==> src/rtl/periph_bus_pkg.sv <==
// Shared definitions for the peripheral register bus initiator:
// the FSM state encoding, the bus geometry and the device-select decoder.
package periph_bus_pkg;

    localparam int BUS_DATA_W = 32;
    localparam int BUS_LANES  = 4;
    localparam int MAX_NSEL   = 8;

    typedef enum logic [1:0] {
        IDLE   = 2'd0,
        ACCESS = 2'd1,
        WAIT   = 2'd2,
        RESP   = 2'd3
    } state_t;

    // Out-of-range indices decode to an all-zero select so no device responds.
    function automatic logic [MAX_NSEL-1:0] onehot_sel(input int unsigned sel, input int unsigned nsel);
        logic [MAX_NSEL-1:0] vec;
        vec = '0;
        if (sel < nsel && sel < MAX_NSEL) begin
            vec = MAX_NSEL'(1) << sel;
        end
        return vec;
    endfunction

endpackage

==> src/rtl/periph_bus_initiator_if.sv <==
// Request, response and device-side signals of the peripheral bus initiator.
// The master modport is the initiator's view; slave is the core/device environment.
interface periph_bus_initiator_if #(
    parameter int ADDR_W = 3,
    parameter int NSEL   = 4,
    parameter int SEL_W  = 3
);
    import periph_bus_pkg::*;

    logic                         i_req_valid;
    logic                         o_req_ready;
    logic                         i_req_we;
    logic [SEL_W-1:0]             i_req_sel;
    logic [ADDR_W-1:0]            i_req_addr;
    logic [BUS_DATA_W-1:0]        i_req_wdata;
    logic [BUS_LANES-1:0]         i_req_be;

    logic                         o_rsp_valid;
    logic                         i_rsp_ready;
    logic [BUS_DATA_W-1:0]        o_rsp_rdata;
    logic                         o_rsp_err;

    logic [NSEL-1:0]              o_bus_sel;
    logic [ADDR_W-1:0]            o_bus_addr;
    logic [BUS_DATA_W-1:0]        o_bus_dout;
    logic [BUS_LANES-1:0]         o_bus_wr_en;
    logic [NSEL*BUS_DATA_W-1:0]   i_bus_din;

    modport master (
        input  i_req_valid, i_req_we, i_req_sel, i_req_addr, i_req_wdata, i_req_be,
        output o_req_ready,
        output o_rsp_valid, o_rsp_rdata, o_rsp_err,
        input  i_rsp_ready,
        output o_bus_sel, o_bus_addr, o_bus_dout, o_bus_wr_en,
        input  i_bus_din
    );

    modport slave (
        output i_req_valid, i_req_we, i_req_sel, i_req_addr, i_req_wdata, i_req_be,
        input  o_req_ready,
        input  o_rsp_valid, o_rsp_rdata, o_rsp_err,
        output i_rsp_ready,
        input  o_bus_sel, o_bus_addr, o_bus_dout, o_bus_wr_en,
        output i_bus_din
    );

endinterface

==> src/rtl/periph_rd_mux.sv <==
// Selects one device's 32-bit read word by index; indices with no device
// return zero data and raise out_of_range.
module periph_rd_mux
    import periph_bus_pkg::*;
#(
    parameter int NSEL  = 4,
    parameter int SEL_W = 3
) (
    input  logic [SEL_W-1:0]           sel,
    input  logic [NSEL*BUS_DATA_W-1:0] din,
    output logic [BUS_DATA_W-1:0]      data,
    output logic                       out_of_range
);

    always_comb begin
        data         = '0;
        out_of_range = 1'b1;
        for (int k = 0; k < NSEL; k++) begin
            if (sel == SEL_W'(k)) begin
                data         = din[k*BUS_DATA_W +: BUS_DATA_W];
                out_of_range = 1'b0;
            end
        end
    end

endmodule

==> src/rtl/periph_bus_initiator.sv <==
// Single-outstanding initiator for the 32-bit peripheral register bus: a request is
// latched in IDLE, presented for one ACCESS cycle, held through WAIT for slow reads, then answered in RESP.
module periph_bus_initiator
    import periph_bus_pkg::*;
#(
    parameter int ADDR_W = 3,
    parameter int NSEL   = 4,
    parameter int SEL_W  = 3,
    parameter int RD_LAT = 1
) (
    input  logic                   i_clk,
    input  logic                   i_rst,
    periph_bus_initiator_if.master bus
);

    localparam logic [2:0] WAIT_LOAD = (RD_LAT > 0) ? 3'(RD_LAT - 1) : 3'd0;

    state_t                state;
    state_t                state_next;

    logic                  req_we;
    logic [SEL_W-1:0]      req_sel;
    logic [ADDR_W-1:0]     req_addr;
    logic [BUS_DATA_W-1:0] req_wdata;
    logic [BUS_LANES-1:0]  req_be;
    logic [2:0]            wait_cnt;
    logic [BUS_DATA_W-1:0] rsp_rdata;
    logic                  rsp_err;

    logic                  accept;
    logic                  load_wait;
    logic                  dec_wait;
    logic                  capture_rsp;

    logic [BUS_DATA_W-1:0] mux_data;
    logic                  sel_oor;

    periph_rd_mux #(
        .NSEL  (NSEL),
        .SEL_W (SEL_W)
    ) u_rd_mux (
        .sel          (req_sel),
        .din          (bus.i_bus_din),
        .data         (mux_data),
        .out_of_range (sel_oor)
    );

    always_ff @(posedge i_clk) begin
        if (i_rst) begin
            state <= IDLE;
        end else begin
            state <= state_next;
        end
    end

    // Writes finish straight after ACCESS; reads either sample at once or count down in WAIT.
    always_comb begin
        state_next  = state;
        accept      = 1'b0;
        load_wait   = 1'b0;
        dec_wait    = 1'b0;
        capture_rsp = 1'b0;
        case (state)
            IDLE: begin
                if (bus.i_req_valid) begin
                    accept     = 1'b1;
                    state_next = ACCESS;
                end
            end
            ACCESS: begin
                if (req_we || RD_LAT == 0) begin
                    capture_rsp = 1'b1;
                    state_next  = RESP;
                end else begin
                    load_wait  = 1'b1;
                    state_next = WAIT;
                end
            end
            WAIT: begin
                if (wait_cnt == 3'd0) begin
                    capture_rsp = 1'b1;
                    state_next  = RESP;
                end else begin
                    dec_wait = 1'b1;
                end
            end
            RESP: begin
                if (bus.i_rsp_ready) begin
                    state_next = IDLE;
                end
            end
            default: state_next = IDLE;
        endcase
    end

    always_ff @(posedge i_clk) begin
        if (i_rst) begin
            req_we    <= 1'b0;
            req_sel   <= '0;
            req_addr  <= '0;
            req_wdata <= '0;
            req_be    <= '0;
            wait_cnt  <= 3'd0;
            rsp_rdata <= '0;
            rsp_err   <= 1'b0;
        end else begin
            if (accept) begin
                req_we    <= bus.i_req_we;
                req_sel   <= bus.i_req_sel;
                req_addr  <= bus.i_req_addr;
                req_wdata <= bus.i_req_wdata;
                req_be    <= bus.i_req_be;
            end
            if (load_wait) begin
                wait_cnt <= WAIT_LOAD;
            end else if (dec_wait) begin
                wait_cnt <= wait_cnt - 3'd1;
            end
            if (capture_rsp) begin
                rsp_rdata <= req_we ? '0 : mux_data;
                rsp_err   <= sel_oor;
            end
        end
    end

    // Reset forces every output low immediately, so a reset mid-transaction cannot leak a response.
    always_comb begin
        bus.o_req_ready = 1'b0;
        bus.o_rsp_valid = 1'b0;
        bus.o_rsp_rdata = '0;
        bus.o_rsp_err   = 1'b0;
        bus.o_bus_sel   = '0;
        bus.o_bus_addr  = '0;
        bus.o_bus_dout  = '0;
        bus.o_bus_wr_en = '0;
        if (!i_rst) begin
            case (state)
                IDLE: begin
                    bus.o_req_ready = 1'b1;
                end
                ACCESS: begin
                    bus.o_bus_sel   = NSEL'(onehot_sel(32'(req_sel), NSEL));
                    bus.o_bus_addr  = req_addr;
                    bus.o_bus_dout  = req_wdata;
                    bus.o_bus_wr_en = (req_we && !sel_oor) ? req_be : '0;
                end
                WAIT: begin
                    bus.o_bus_sel  = NSEL'(onehot_sel(32'(req_sel), NSEL));
                    bus.o_bus_addr = req_addr;
                    bus.o_bus_dout = req_wdata;
                end
                RESP: begin
                    bus.o_rsp_valid = 1'b1;
                    bus.o_rsp_rdata = rsp_rdata;
                    bus.o_rsp_err   = rsp_err;
                end
                default: ;
            endcase
        end
    end

endmodule
==> src/flat_wrapper.sv <==
// flat-port wrapper written by rule: the top's interface ports become plain ports
module periph_bus_initiator_flat import periph_bus_pkg::*;
#(
    parameter int ADDR_W = 3,
    parameter int NSEL   = 4,
    parameter int SEL_W  = 3,
    parameter int RD_LAT = 1
)
  (i_clk, i_rst, bus_i_req_valid, bus_i_req_we, bus_i_req_sel, bus_i_req_addr, bus_i_req_wdata, bus_i_req_be, bus_o_req_ready, bus_o_rsp_valid, bus_o_rsp_rdata, bus_o_rsp_err, bus_i_rsp_ready, bus_o_bus_sel, bus_o_bus_addr, bus_o_bus_dout, bus_o_bus_wr_en, bus_i_bus_din);
  periph_bus_initiator_if #(.ADDR_W(ADDR_W), .NSEL(NSEL), .SEL_W(SEL_W)) bus_i ();
  input  logic i_clk;
  input  logic i_rst;
  input wire logic [$bits(bus_i.i_req_valid)-1:0] bus_i_req_valid;
  input wire logic [$bits(bus_i.i_req_we)-1:0] bus_i_req_we;
  input wire logic [$bits(bus_i.i_req_sel)-1:0] bus_i_req_sel;
  input wire logic [$bits(bus_i.i_req_addr)-1:0] bus_i_req_addr;
  input wire logic [$bits(bus_i.i_req_wdata)-1:0] bus_i_req_wdata;
  input wire logic [$bits(bus_i.i_req_be)-1:0] bus_i_req_be;
  output wire logic [$bits(bus_i.o_req_ready)-1:0] bus_o_req_ready;
  output wire logic [$bits(bus_i.o_rsp_valid)-1:0] bus_o_rsp_valid;
  output wire logic [$bits(bus_i.o_rsp_rdata)-1:0] bus_o_rsp_rdata;
  output wire logic [$bits(bus_i.o_rsp_err)-1:0] bus_o_rsp_err;
  input wire logic [$bits(bus_i.i_rsp_ready)-1:0] bus_i_rsp_ready;
  output wire logic [$bits(bus_i.o_bus_sel)-1:0] bus_o_bus_sel;
  output wire logic [$bits(bus_i.o_bus_addr)-1:0] bus_o_bus_addr;
  output wire logic [$bits(bus_i.o_bus_dout)-1:0] bus_o_bus_dout;
  output wire logic [$bits(bus_i.o_bus_wr_en)-1:0] bus_o_bus_wr_en;
  input wire logic [$bits(bus_i.i_bus_din)-1:0] bus_i_bus_din;
  assign bus_i.i_req_valid = bus_i_req_valid;
  assign bus_i.i_req_we = bus_i_req_we;
  assign bus_i.i_req_sel = bus_i_req_sel;
  assign bus_i.i_req_addr = bus_i_req_addr;
  assign bus_i.i_req_wdata = bus_i_req_wdata;
  assign bus_i.i_req_be = bus_i_req_be;
  assign bus_o_req_ready = bus_i.o_req_ready;
  assign bus_o_rsp_valid = bus_i.o_rsp_valid;
  assign bus_o_rsp_rdata = bus_i.o_rsp_rdata;
  assign bus_o_rsp_err = bus_i.o_rsp_err;
  assign bus_i.i_rsp_ready = bus_i_rsp_ready;
  assign bus_o_bus_sel = bus_i.o_bus_sel;
  assign bus_o_bus_addr = bus_i.o_bus_addr;
  assign bus_o_bus_dout = bus_i.o_bus_dout;
  assign bus_o_bus_wr_en = bus_i.o_bus_wr_en;
  assign bus_i.i_bus_din = bus_i_bus_din;
  periph_bus_initiator #(.ADDR_W(ADDR_W), .NSEL(NSEL), .SEL_W(SEL_W), .RD_LAT(RD_LAT)) u_core (.i_clk(i_clk), .i_rst(i_rst), .bus(bus_i));
endmodule
==> config.mk <==
export PLATFORM = sky130hd
export DESIGN_NAME = periph_bus_initiator_flat
export DESIGN_NICKNAME = d
export VERILOG_FILES = /design/src/rtl/periph_bus_pkg.sv /design/src/rtl/periph_bus_initiator_if.sv /design/src/rtl/periph_rd_mux.sv /design/src/rtl/periph_bus_initiator.sv /design/src/flat_wrapper.sv
export SDC_FILE = /design/constraint.sdc
export NUM_CORES = 1
export LEC_CHECK = 0
export ABC_AREA = 1
export CAP_MARGIN = 30
export CORE_UTILIZATION = 44
export CTS_CLUSTER_DIAMETER = 50
export DETAILED_ROUTE_END_ITERATION = 7
export HOLD_SLACK_MARGIN = 0.12
export PLACE_DENSITY = 0.95
export SKIP_CTS_REPAIR_TIMING = 1
export SLEW_MARGIN = 20
export SYNTH_ARGS = -nofsm -noshare
export SYNTH_HDL_FRONTEND = slang
export SYNTH_SLANG_ARGS = --single-unit
==> constraint.sdc <==
create_clock -name i_clk -period 4.2 [get_ports i_clk]
set_input_delay 0.84 -clock i_clk [delete_from_list [all_inputs] [get_ports i_clk]]
set_output_delay 0.84 -clock i_clk [all_outputs]
set_load 0.01 [all_outputs]
== After elaboration in Yosys (flattened, before gate mapping) ==
Cells that the tools add are included.
Storage, ports and cells
  register bits after elaboration: 81
  bits of input ports: 175
  output and inout port bits: 78
  logic and storage cells: 70
Cells by class
  add/subtract/negate cells: 1
  magnitude comparators: 1
  equal/unequal tests: 9
  shift operators: 1
  mux-type cells: 41
  reductions and logical operators: 8
Operators by type and width (count)
  $mux W32: 9
  $mux W4: 6
  $mux W1: 19
  $pmux W2 S4: 1
  $eq A3 B2 Y1 const B: 2
  $logic_not A3 Y1: 2
  $mux W2: 3
  $mux W3: 2
  $eq A2 B2 Y1 const B: 2
  $ne A2 B2 Y1 const B: 2
  $reduce_or A2 Y1: 2
  $shl A1 B3 Y4 const A: 1
  $eq A3 B1 Y1 const B: 1
  $lt A3 B3 Y1 const B: 1
  $reduce_and A3 Y1: 1
  $sub A3 B1 Y3 const B: 1
  $eq A2 B1 Y1 const B: 1
  $logic_not A2 Y1: 1
  $ne A2 B1 Y1 const B: 1
  $pmux W1 S2: 1
  $logic_and A1 B1 Y1: 1
  $logic_not A1 Y1: 1

== Depth between registers and ports, before layout ==
Gate-level depths: netlist of the first run.
  depth after elaboration: 10
  gate-level depth with buffers: 10
  mapped depth without buffers: 9

== Cells and area by module ==
A second synthesis of the first run with hierarchy kept.
Second synthesis, totals
  cell total of the unflattened synthesis: 831
  area total of the unflattened synthesis: 5151.2 um^2
Modules (own cells, without submodules)
  periph_bus_initiator: instances 1, cells an instance 633, area an instance 3971.3 um^2, seq. area each 1621.6 um^2
  periph_rd_mux: instances 1, cells an instance 198, area an instance 1179.9 um^2, seq. area each 0.0 um^2

== Worst setup path after synthesis of the first run ==
No wires, ideal clock.
  kind: input to output
  start: input i_rst
  end: output bus_o_bus_addr[0]
  data arrival time: 1.680 ns
  required time: 3.360 ns
  setup slack: 1.680 ns
  cell stages on the path: 4
  path buffers: 3
  cell sequence: clkbuf_1 -> clkbuf_1 -> clkbuf_1 -> nor2_1
Between the ends
  word-level cells in the longest chain between the ends: 1
RTL lines
  start, declared: RTL line flat_wrapper.sv:12  | input logic i_rst;
  $mux W3: RTL line periph_bus_initiator.sv:136  | if (!i_rst) begin
  end, declared: RTL line flat_wrapper.sv:25  | output wire logic [$bits(bus_i.o_bus_addr)-1:0] bus_o_bus_addr;
No other way between the ends.

== Worst setup path in the final report of the first run ==
  start: register u_core.req_sel[0]
  end: output bus_o_bus_sel[3]
Between the ends
  word-level cells in the longest chain between the ends: 4
  elaborated cells on any way between the ends: 5
  those cells by class: order compare (1); shift (1); mux (3)
RTL lines
  start, declared: RTL line periph_bus_initiator.sv:22  | logic [SEL_W-1:0] req_sel;
  start signal, assigned: RTL line periph_bus_initiator.sv:109  | req_sel <= bus.i_req_sel;
  $lt A3 B3 Y1 or $shl A1 B3 Y4 (tied branches): RTL line periph_bus_pkg.sv:20, periph_bus_pkg.sv:21
  $mux W4 *: RTL line periph_bus_pkg.sv:20  | if (sel < nsel && sel < MAX_NSEL) begin
  $mux W4 *
  $mux W4 *: RTL line periph_bus_initiator.sv:136
  end, declared: RTL line flat_wrapper.sv:24  | output wire logic [$bits(bus_i.o_bus_sel)-1:0] bus_o_bus_sel;
Mark *: on every way between the ends. The rest lies on a longest branch, timed or not.

==> results of run 1 <==
==> through the flow <==
| step | hold slack, ps | util, % | power, uW |
|---|---|---|---|
| after floorplan | 440 | - | 2160 |
| after global placement | 452 | 68.1 | 2640 |
| after detailed placement | 455 | 68.3 | 2690 |
| after CTS | 465 | 71.2 | 3530 |
| after global routing | 489 | 71.2 | 3780 |
| final | 467 | 71.2 | 3530 |
==> worst paths after layout <==
| check | cells past startpoint | slack (ps) | endpoint |
|---|---|---|---|
| max | 6 | 820 | bus_o_bus_sel[3] |
| min | 2 | 470 | u_core.rsp_err |
| max reg2reg | 7 | 1660 | u_core.rsp_rdata[30] |
| min reg2reg | 2 | 470 | u_core.rsp_err |
==> Yosys cell counts (13+ instances only) <==
master / count
nand2_1: 241
dfxtp_1: 81
a21oi_2: 20
a21oi_1: 21
nor2_1: 220
buf_2: 17
nand3_1: 36
inv_1: 13
clkbuf_1: 37
o21ai_0: 45
o211ai_1: 32
nand3b_1: 23
==> cells by family after synthesis <==
kind of cell | count (synthesis) | synth area share, %
flip-flops | 81 | 32.2
AO/OA/AOI/OAI | 119 | 15.0
adder cells (fa/ha/maj) | 7 | 1.74
AND/OR/NAND/NOR | 531 | 43.4
buffers and inverters | 81 | 7.73
==> state kept, by name (all words and copies together), names as in the netlist <==
signal,flops
u_core.rsp_rdata,32
u_core.req_we,1
u_core.req_sel,3
u_core.req_wdata,32
u_core.req_be,4
u_core.state,2
u_core.req_addr,3
u_core.rsp_err,1
u_core.wait_cnt,3
==> area by class of cell <==
class / instances / area share, %
multi-input combinational: 657 / 38.7
timing repair buffer: 262 / 33.4
sequential: 81 / 20.7
clock buffer: 10 / 2.93
tap: 140 / 2.24
clock inverter: 6 / 1.18
inverter: 16 / 0.768
==> where the power goes <==
| group | total, uW | switching (uW) | leakage (uW) | internal (uW) |
|---|---|---|---|---|
| clock network | 833 | 310 | 0.000149 | 523 |
| registers | 1070 | 117 | 0.000663 | 951 |
| logic | 1630 | 1020 | 0.00232 | 612 |
==> metal layers <==
layer | up-vias | GRT usage, %
li1 | 3026 | -
met1 | 2671 | 35.2
met2 | 285 | 49.5
met3 | 44 | 7.11
met4 | 0 | 13.0
met5 | - | 0
==> tightest hold or removal path, stage by stage, from the launching register on <==
cell and delay (ps):
dfxtp_1 310, nand2_1 60, a21oi_1 50
==> results.yml, run 1 <==
min_path:
  hold_start: "u_core.rsp_err"
  hold_class: "reg2reg"
worst_setup_path:
  critPathSlowestCell: "clkdlybuf4s50_1"
  path_cells: "buf_4 > inv_2 > nor2_8 > nand2_4 > nor2_1 > clkdlybuf4s50_1"
  cp_top_family: "buffers and inverters"
  critical_path_required_ps: 3360
  max_stage_delay_ps: 580
  crit_path_start_kind: "register"
  worstSetupEndpointType: "output port"
  crit_start: "u_core.req_sel[0]"
  crit_buf_inv: 3
  critical_path.max_fanout: 34
  cp.arrival_ps: 2540
  crit_type: "reg2out"
  r2r-start: "u_core.state[0]"
power:
  p_per_area_nw_per_um2: 451
  leakagePower_uw: 0.00313
  ir_drop_uv: 293
final_layout:
  final_common_cell: "clkdlybuf4s50_1"
  final_cell_mix: "251 x clkdlybuf4s50_1, 241 x nand2_1, 220 x nor2_1"
  ff_latch_area_sq_um: 1620
  layout.cells.non_filler: 1172
  drive_gt1_share_pct: 5.52
  fillCellCount: 903
  diodes: 0
  finish.net_count: 1209
  multi_input_area_sq_um: 3030
  fin_area_sq_um: 7820
  area_delta_synth_final_pct: 55.3
placed_design:
  place_hpwl_mm: 12.8
  numPortBuffers: 252
  place_congestion: 0.915
  post-place-ws_ps: 1070
  place_area_sq_um: 7500
  dp_cells: 1156
route:
  ant_nets: 0
  met1_length_mm: 6.95
  drc_errors: 0
  wl_per_cell_um: 15.0
  wl_met2_mm: 8.61
  wl_met3_mm: 1.41
  viasPerCell: 5.14
  firstDrtPassIters: 7
  routed.top_layer: "met4"
  vias: 6026
  drt-total-wl_mm: 17.5
  first_iter_violations: 471
sta:
  skew_ps: 8.86
  setup_viol: 0
  fin_crit_ps: 3380
  setup_tns_ps: 0
  maxSlewViolCount: 0
  max_clock_freq_mhz: 296
  finalHoldViolations: 0
  worstMarginPinSlew_ps: 872
  max_slew_margin_pct: 41.8
  post-route-period-util_pct: 80.5
  finalWorstSetupSlack_ps: 819
  rsz0062_at_grt: "false"
logic_synthesis:
  synth_top_area_cell: "dfxtp_1"
  synth_nets: 1001
  synth_top_area_share_pct: 32.2
  syn_area_sq_um: 5040
  synth_seq_cells: 81
  synth-main-ff-cell: "dfxtp_1"
  synthTopCellsByArea: "dfxtp_1 32%, nand2_1 18%, nor2_1 16%"
  synth_enable_flop_cells: 0
  ys_types: 26
  netlist_instances: 819
  ys_seq_area_share_pct: 32.2
  syn-mean-instance-area_sq_um: 6.15
  async_flop_share_pct: 0
  yosys_warnings: 0
job:
  maxCapViolCount: 0
grt:
  grt_pass1_vias: 5686
  grt_pass1_wl_mm: 27.2
  grt_start_max_net_pins: 71
  grt_antenna_before_repair: 0
  grt_usage_pct: 29.4
  grt_overflow: 0
die:
  die_area_sq_um: 11900
  die_h_um: 109
  start_util_pct: 45.9
  coreArea_sq_um: 11000
  boundaryPins: 253
  die_x_um: 109
  rows: 38
clocking:
  path_clk_slew_ps: 60
  clockBufferDepth: 2
  root_buffer: "clkbuf_16"
  cts.sinks: 81
  worstSkewPairLatency_ps: 330
  cts_buffers: 9
  h-tree-depth: 3
  cts_tree: "done"
outcome:
  status: "finished clean"
Note: power is estimated with default switching activity, not from simulation.
==> inputs of run 2 (changes only) <==
--- a/config.mk
+++ b/config.mk
@@ -7,11 +7,11 @@
 export LEC_CHECK = 0
 export ABC_AREA = 1
 export CAP_MARGIN = 30
-export CORE_UTILIZATION = 44
+export CORE_UTILIZATION = 37
 export CTS_CLUSTER_DIAMETER = 50
 export DETAILED_ROUTE_END_ITERATION = 7
 export HOLD_SLACK_MARGIN = 0.12
-export PLACE_DENSITY = 0.95
+export PLACE_DENSITY = 0.87
 export SKIP_CTS_REPAIR_TIMING = 1
 export SLEW_MARGIN = 20
 export SYNTH_ARGS = -nofsm -noshare
==> constraint.sdc (replaced) <==
create_clock -name i_clk -period 2.9 [get_ports i_clk]
set_input_delay 0.58 -clock i_clk [delete_from_list [all_inputs] [get_ports i_clk]]
set_output_delay 0.58 -clock i_clk [all_outputs]
set_load 0.01 [all_outputs]
==> run 2 against run 1 <==
  * Register-to-register slack worse by 760 ps
  * Count of clock-buffer cells in the layout did not move
  * Global-route usage decreased by 4.6 points
  * Die area increased by 19%
  * Clock power grew 44%
  * Routed wire length shrank 0.25%
  * Sequential power grew 43%
  * Sequential share of layout area fell by 0.21 points
  * Hold slack got worse by 5.2 ps
  * Via count decreased by 1.2%
  * Largest cell class unchanged
==> results.yml, run 2 (synthesized netlist as in run 1, its figures left out) <==
die:
  start_util_pct: 38.0
  die_h_um: 119
  coreArea_sq_um: 13200
  boundaryPins: 253
  die_x_um: 119
  die_area_sq_um: 14100
  rows: 42
grt:
  grt_start_max_net_pins: 104
  grt_pass1_vias: 5590
  grt_antenna_before_repair: 0
  grt_usage_pct: 24.8
  grt_overflow: 0
  grt_pass1_wl_mm: 27.8
worst_setup_path:
  cp.arrival_ps: 2220
  crit_path_start_kind: "register"
  critical_path.max_fanout: 39
  critical_path_required_ps: 2320
  reg2reg_depth: 8
  worstSetupEndpointType: "output port"
  crit_type: "reg2out"
route:
  drc_errors: 0
  first_iter_violations: 459
  wl_per_cell_um: 14.4
  firstDrtPassIters: 4
  drt-total-wl_mm: 17.5
  ant_nets: 0
  vias: 5952
  viasPerCell: 4.91
clocking:
  h-tree-depth: 3
  cts_buffers: 9
  worstSkewPairLatency_ps: 350
  cts.sinks: 81
  root_buffer: "clkbuf_16"
  clockBufferDepth: 2
  path_clk_slew_ps: 60
  cts_tree: "done"
final_layout:
  drive_gt1_share_pct: 6.08
  final_cell_mix: "251 x clkdlybuf4s50_1, 241 x nand2_1, 220 x nor2_1"
  area_delta_synth_final_pct: 56.8
  top_regs: "u_core.req_wdata: 32 flops, u_core.rsp_rdata: 32 flops, u_core.req_be: 4 flops"
  finish.net_count: 1214
  fillCellCount: 1223
  diodes: 0
  layout.core_utilization_pct: 59.6
  final_common_cell: "clkdlybuf4s50_1"
placed_design:
  place_hpwl_mm: 12.5
  numPortBuffers: 252
  place_congestion: 0.903
sta:
  max_clock_freq_mhz: 358
  maxSlewViolCount: 0
  setup_tns_ps: 0
  skew_ps: 7.02
  worstMarginPinSlew_ps: 882
  max_slew_margin_pct: 41.1
  finalHoldViolations: 0
  post-route-period-util_pct: 96.4
  rsz0062_at_grt: "false"
  setup_viol: 0
  fin_crit_ps: 2800
min_path:
  hold_class: "reg2reg"
  min_path_cells: 2
power:
  ir_drop_uv: 333
  leakagePower_uw: 0.00316
  p_per_area_nw_per_um2: 653
outcome:
  status: "finished clean"
job:
  maxCapViolCount: 0
## run 2: final timing paths
kind,from,to,slack [ps]
min,u_core.rsp_err,u_core.rsp_err,460
max reg2reg,u_core.req_sel[0],u_core.rsp_rdata[22],900
max,u_core.state[0],bus_o_bus_dout[29],100
min reg2reg,u_core.rsp_err,u_core.rsp_err,460
## run 2: cell type report
| cell class | count | area, sq um | area share [%] |
|---|---|---|---|
| repair buffers | 267 | 2660 | 33.6 |
| well taps | 176 | 220 | 2.79 |
| multi-input cells | 657 | 3030 | 38.3 |
| inverters | 16 | 60.1 | 0.760 |
| clock inverters | 6 | 75.1 | 0.950 |
| clock buffers | 10 | 239 | 3.03 |
| flip-flops and latches | 81 | 1620 | 20.5 |
## run 2: worst max-delay path, stage by stage, from the launching register on
cell and delay (ps):
dfxtp_1 400, inv_1 110, ha_1 350, buf_12 220
nand2_1 70, nor2_1 160, clkdlybuf4s50_1 560
## run 2: per-layer routing
metal,vias to the layer above,track usage [%],share of wire (%)
li1,3037,-,-
met1,2676,30.3,42
met2,208,42.5,49
met3,31,5.55,6.0
met4,0,8.70,2.6
met5,-,0,0
## run 2: where the power goes
group          switching [uW]  total, uW  leakage [uW]  internal, uW
registers                 150       1530      0.000663          1380
clock network             493       1200      0.000151           702
logic                    1510       2430       0.00235           919
total                    2160       5160       0.00316          3000
## run 2: stage by stage
stage          instance area [sq um]  total power [uW]  hold slack, ps  worst slack, ps  instances
2_1_floorplan                   5040              3130             440              830        819
3_3_place_gp                    7580              3920             449              385       1197
3_5_place_dp                    7580              3970             453              374       1197
4_1_cts                         7900              5170             463              115       1213
5_1_grt                         7900              5520             483             2.15       1213
6_report                        7900              5160             462              105       1213
==> inputs of run 3 (changes only) <==
--- a/config.mk
+++ b/config.mk
@@ -7,13 +7,15 @@
 export LEC_CHECK = 0
 export ABC_AREA = 1
 export CAP_MARGIN = 30
-export CORE_UTILIZATION = 37
+export CELL_PAD_IN_SITES_DETAIL_PLACEMENT = 1
+export CELL_PAD_IN_SITES_GLOBAL_PLACEMENT = 2
+export CORE_UTILIZATION = 18
 export CTS_CLUSTER_DIAMETER = 50
 export DETAILED_ROUTE_END_ITERATION = 7
 export HOLD_SLACK_MARGIN = 0.12
 export PLACE_DENSITY = 0.87
 export SKIP_CTS_REPAIR_TIMING = 1
-export SLEW_MARGIN = 20
+export SLEW_MARGIN = 10
 export SYNTH_ARGS = -nofsm -noshare
 export SYNTH_HDL_FRONTEND = slang
 export SYNTH_SLANG_ARGS = --single-unit
==> run 3 against run 2 <==
  * Via count increased by 0.64%
  * Clock power decreased by 3%
  * Register-to-register slack got worse by 350 ps
  * Design area increased by 3.4%
  * Global-route usage decreased by 8.5 points
  * Worst setup slack improved by 2.5 ps
  * Utilization decreased by 30 points
  * Combinational power increased by 6%
  * Non-clock buffer count increased by 1
  * Count of clock-buffer cells in the layout unchanged
  * Sequential power about the same
==> results.yml, run 3 (synthesized netlist as in run 1, its figures left out) <==
outcome:
  status: "finished clean"
worst_setup_path:
  crit_type: "reg2out"
  path_cells: "inv_1 > ha_4 > nand2_1 > nor3_1 > clkdlybuf4s50_1"
  critical_path_required_ps: 2320
  timing.rr.end: "u_core.rsp_rdata[0]"
  max_stage_delay_ps: 590
  reg2reg_depth: 8
  worstSetupEndpointType: "output port"
  ff2ff_setup_slack_ps: 550
  cp_top_family: "buffers and inverters"
  path_depth: 5
  critPathSlowestCell: "clkdlybuf4s50_1"
  critical_path.max_fanout: 7
  cp.arrival_ps: 2210
  r2r-start: "u_core.state[1]"
  crit_path_start_kind: "register"
  crit_buf_inv: 2
grt:
  grt_pass1_wl_mm: 35.8
  grt_pass1_vias: 6287
  grt_usage_pct: 16.3
  grt_antenna_before_repair: 1
  grt_overflow: 0
  grt_start_max_net_pins: 104
power:
  seqPwrFrac_pct: 29.4
  p_per_area_nw_per_um2: 646
  leakagePower_uw: 0.00316
  swShare_pct: 43.7
  power.switching_uw: 2310
  ir_drop_uv: 309
  p_comb_share_pct: 48.6
  power.share.clock_pct: 22.0
  p_int_uw: 2970
placed_design:
  place_hpwl_mm: 16.8
  numPortBuffers: 252
  post-place-ws_ps: 277
  place_congestion: 0.803
route:
  viasPerCell: 4.25
  drt-total-wl_mm: 23.0
  firstDrtPassIters: 4
  vias: 5990
  ant_nets: 0
  drc_errors: 0
  first_iter_violations: 247
  wl_per_cell_um: 16.3
final_layout:
  final_cell_mix: "251 x clkdlybuf4s50_1, 241 x nand2_1, 220 x nor2_1"
  top_regs: "u_core.req_wdata: 32 flops, u_core.rsp_rdata: 32 flops, u_core.req_be: 4 flops"
  final_common_cell: "clkdlybuf4s50_1"
  layout.core_utilization_pct: 30.0
  finish.net_count: 1215
  drive_gt1_share_pct: 6.55
  area_delta_synth_final_pct: 62.1
clocking:
  h-tree-depth: 3
  cts.sinks: 81
  clockBufferDepth: 2
  cts_tree: "done"
  worstSkewPairLatency_ps: 350
  cts_buffers: 9
  root_buffer: "clkbuf_16"
  path_clk_slew_ps: 70
sta:
  finalWorstSetupSlack_ps: 107
  skew_ps: 13.4
  max_slew_margin_pct: 42.4
  max_clock_freq_mhz: 358
  maxSlewViolCount: 0
  fin_crit_ps: 2790
  setup_viol: 0
  post-route-period-util_pct: 96.3
  setup_tns_ps: 0
  finalHoldViolations: 0
  worstMarginPinSlew_ps: 859
min_path:
  hold_class: "reg2reg"
  hold_start: "u_core.rsp_rdata[5]"
  hold-path-endpoint: "u_core.rsp_rdata[5]"
  min_path_cells: 2
die:
  coreArea_sq_um: 27200
  start_util_pct: 18.5
  die_area_sq_um: 28700
  rows: 60
  die_h_um: 169
  boundaryPins: 253
  die_x_um: 169
job:
  maxCapViolCount: 0
[run 3: cell types whose count changed in the layout (fill, tap and decap cells not counted), moves of 2 or more]
cell	change
dfxtp_1	-2
clkinv_2	+2
ha_1	-2
inv_6	+2
dfxtp_2	+2
clkinv_4	-2
[run 3: worst max path at each step]
stage,start,endpoint,slack (ps)
after floorplan,u_core.state[0],bus_o_bus_sel[0],830
after global placement,i_rst,bus_o_bus_sel[0],350
after detailed placement,u_core.state[0],bus_o_bus_sel[0],280
after CTS,u_core.state[0],bus_o_bus_sel[0],-120
after global routing,u_core.state[1],bus_o_bus_dout[13],-1
final,u_core.state[1],bus_o_bus_sel[0],110
[run 3: through the flow]
step	instance area [sq um]	hold slack, ps	total power [uW]	cells
floorplan	5040	440	3130	819
global placement	7850	452	4090	1393
detailed placement	7850	456	4140	1393
CTS	8130	467	5340	1409
global route	8160	494	5730	1411
finish	8160	466	5280	1411
[run 3: area by class of cell]
cell class	count	area, sq um
Antenna cell	1	2.50
Clock buffer	10	239
Clock inverter	6	47.5
Fill cell	3382	19000
Inverter	16	60.1
Multi-Input combinational cell	657	3040
Sequential cell	81	1620
Tap cell	372	465
Timing Repair Buffer	268	2690
[run 3: routing by layer]
metal / wire, um / global-route usage (%)
met1: 10500 / 20.7
met2: 11200 / 28.2
met3: 899 / 2.31
met4: 412 / 5.05
met5: 0 / 0
[run 3: worst min-delay path: stages (launching register included)]
cell and delay, ps:
dfxtp_1 310, nand2_1 60, a21oi_1 50
[run 3: power groups by stage]
stage               combinational (uW)  clock [uW]  sequential [uW]
global route                      2900        1250             1590
detailed placement                2560           0             1580
global placement                  2530           0             1570
finish                            2570        1160             1550
floorplan                         1610           0             1510
CTS                               2570        1210             1550
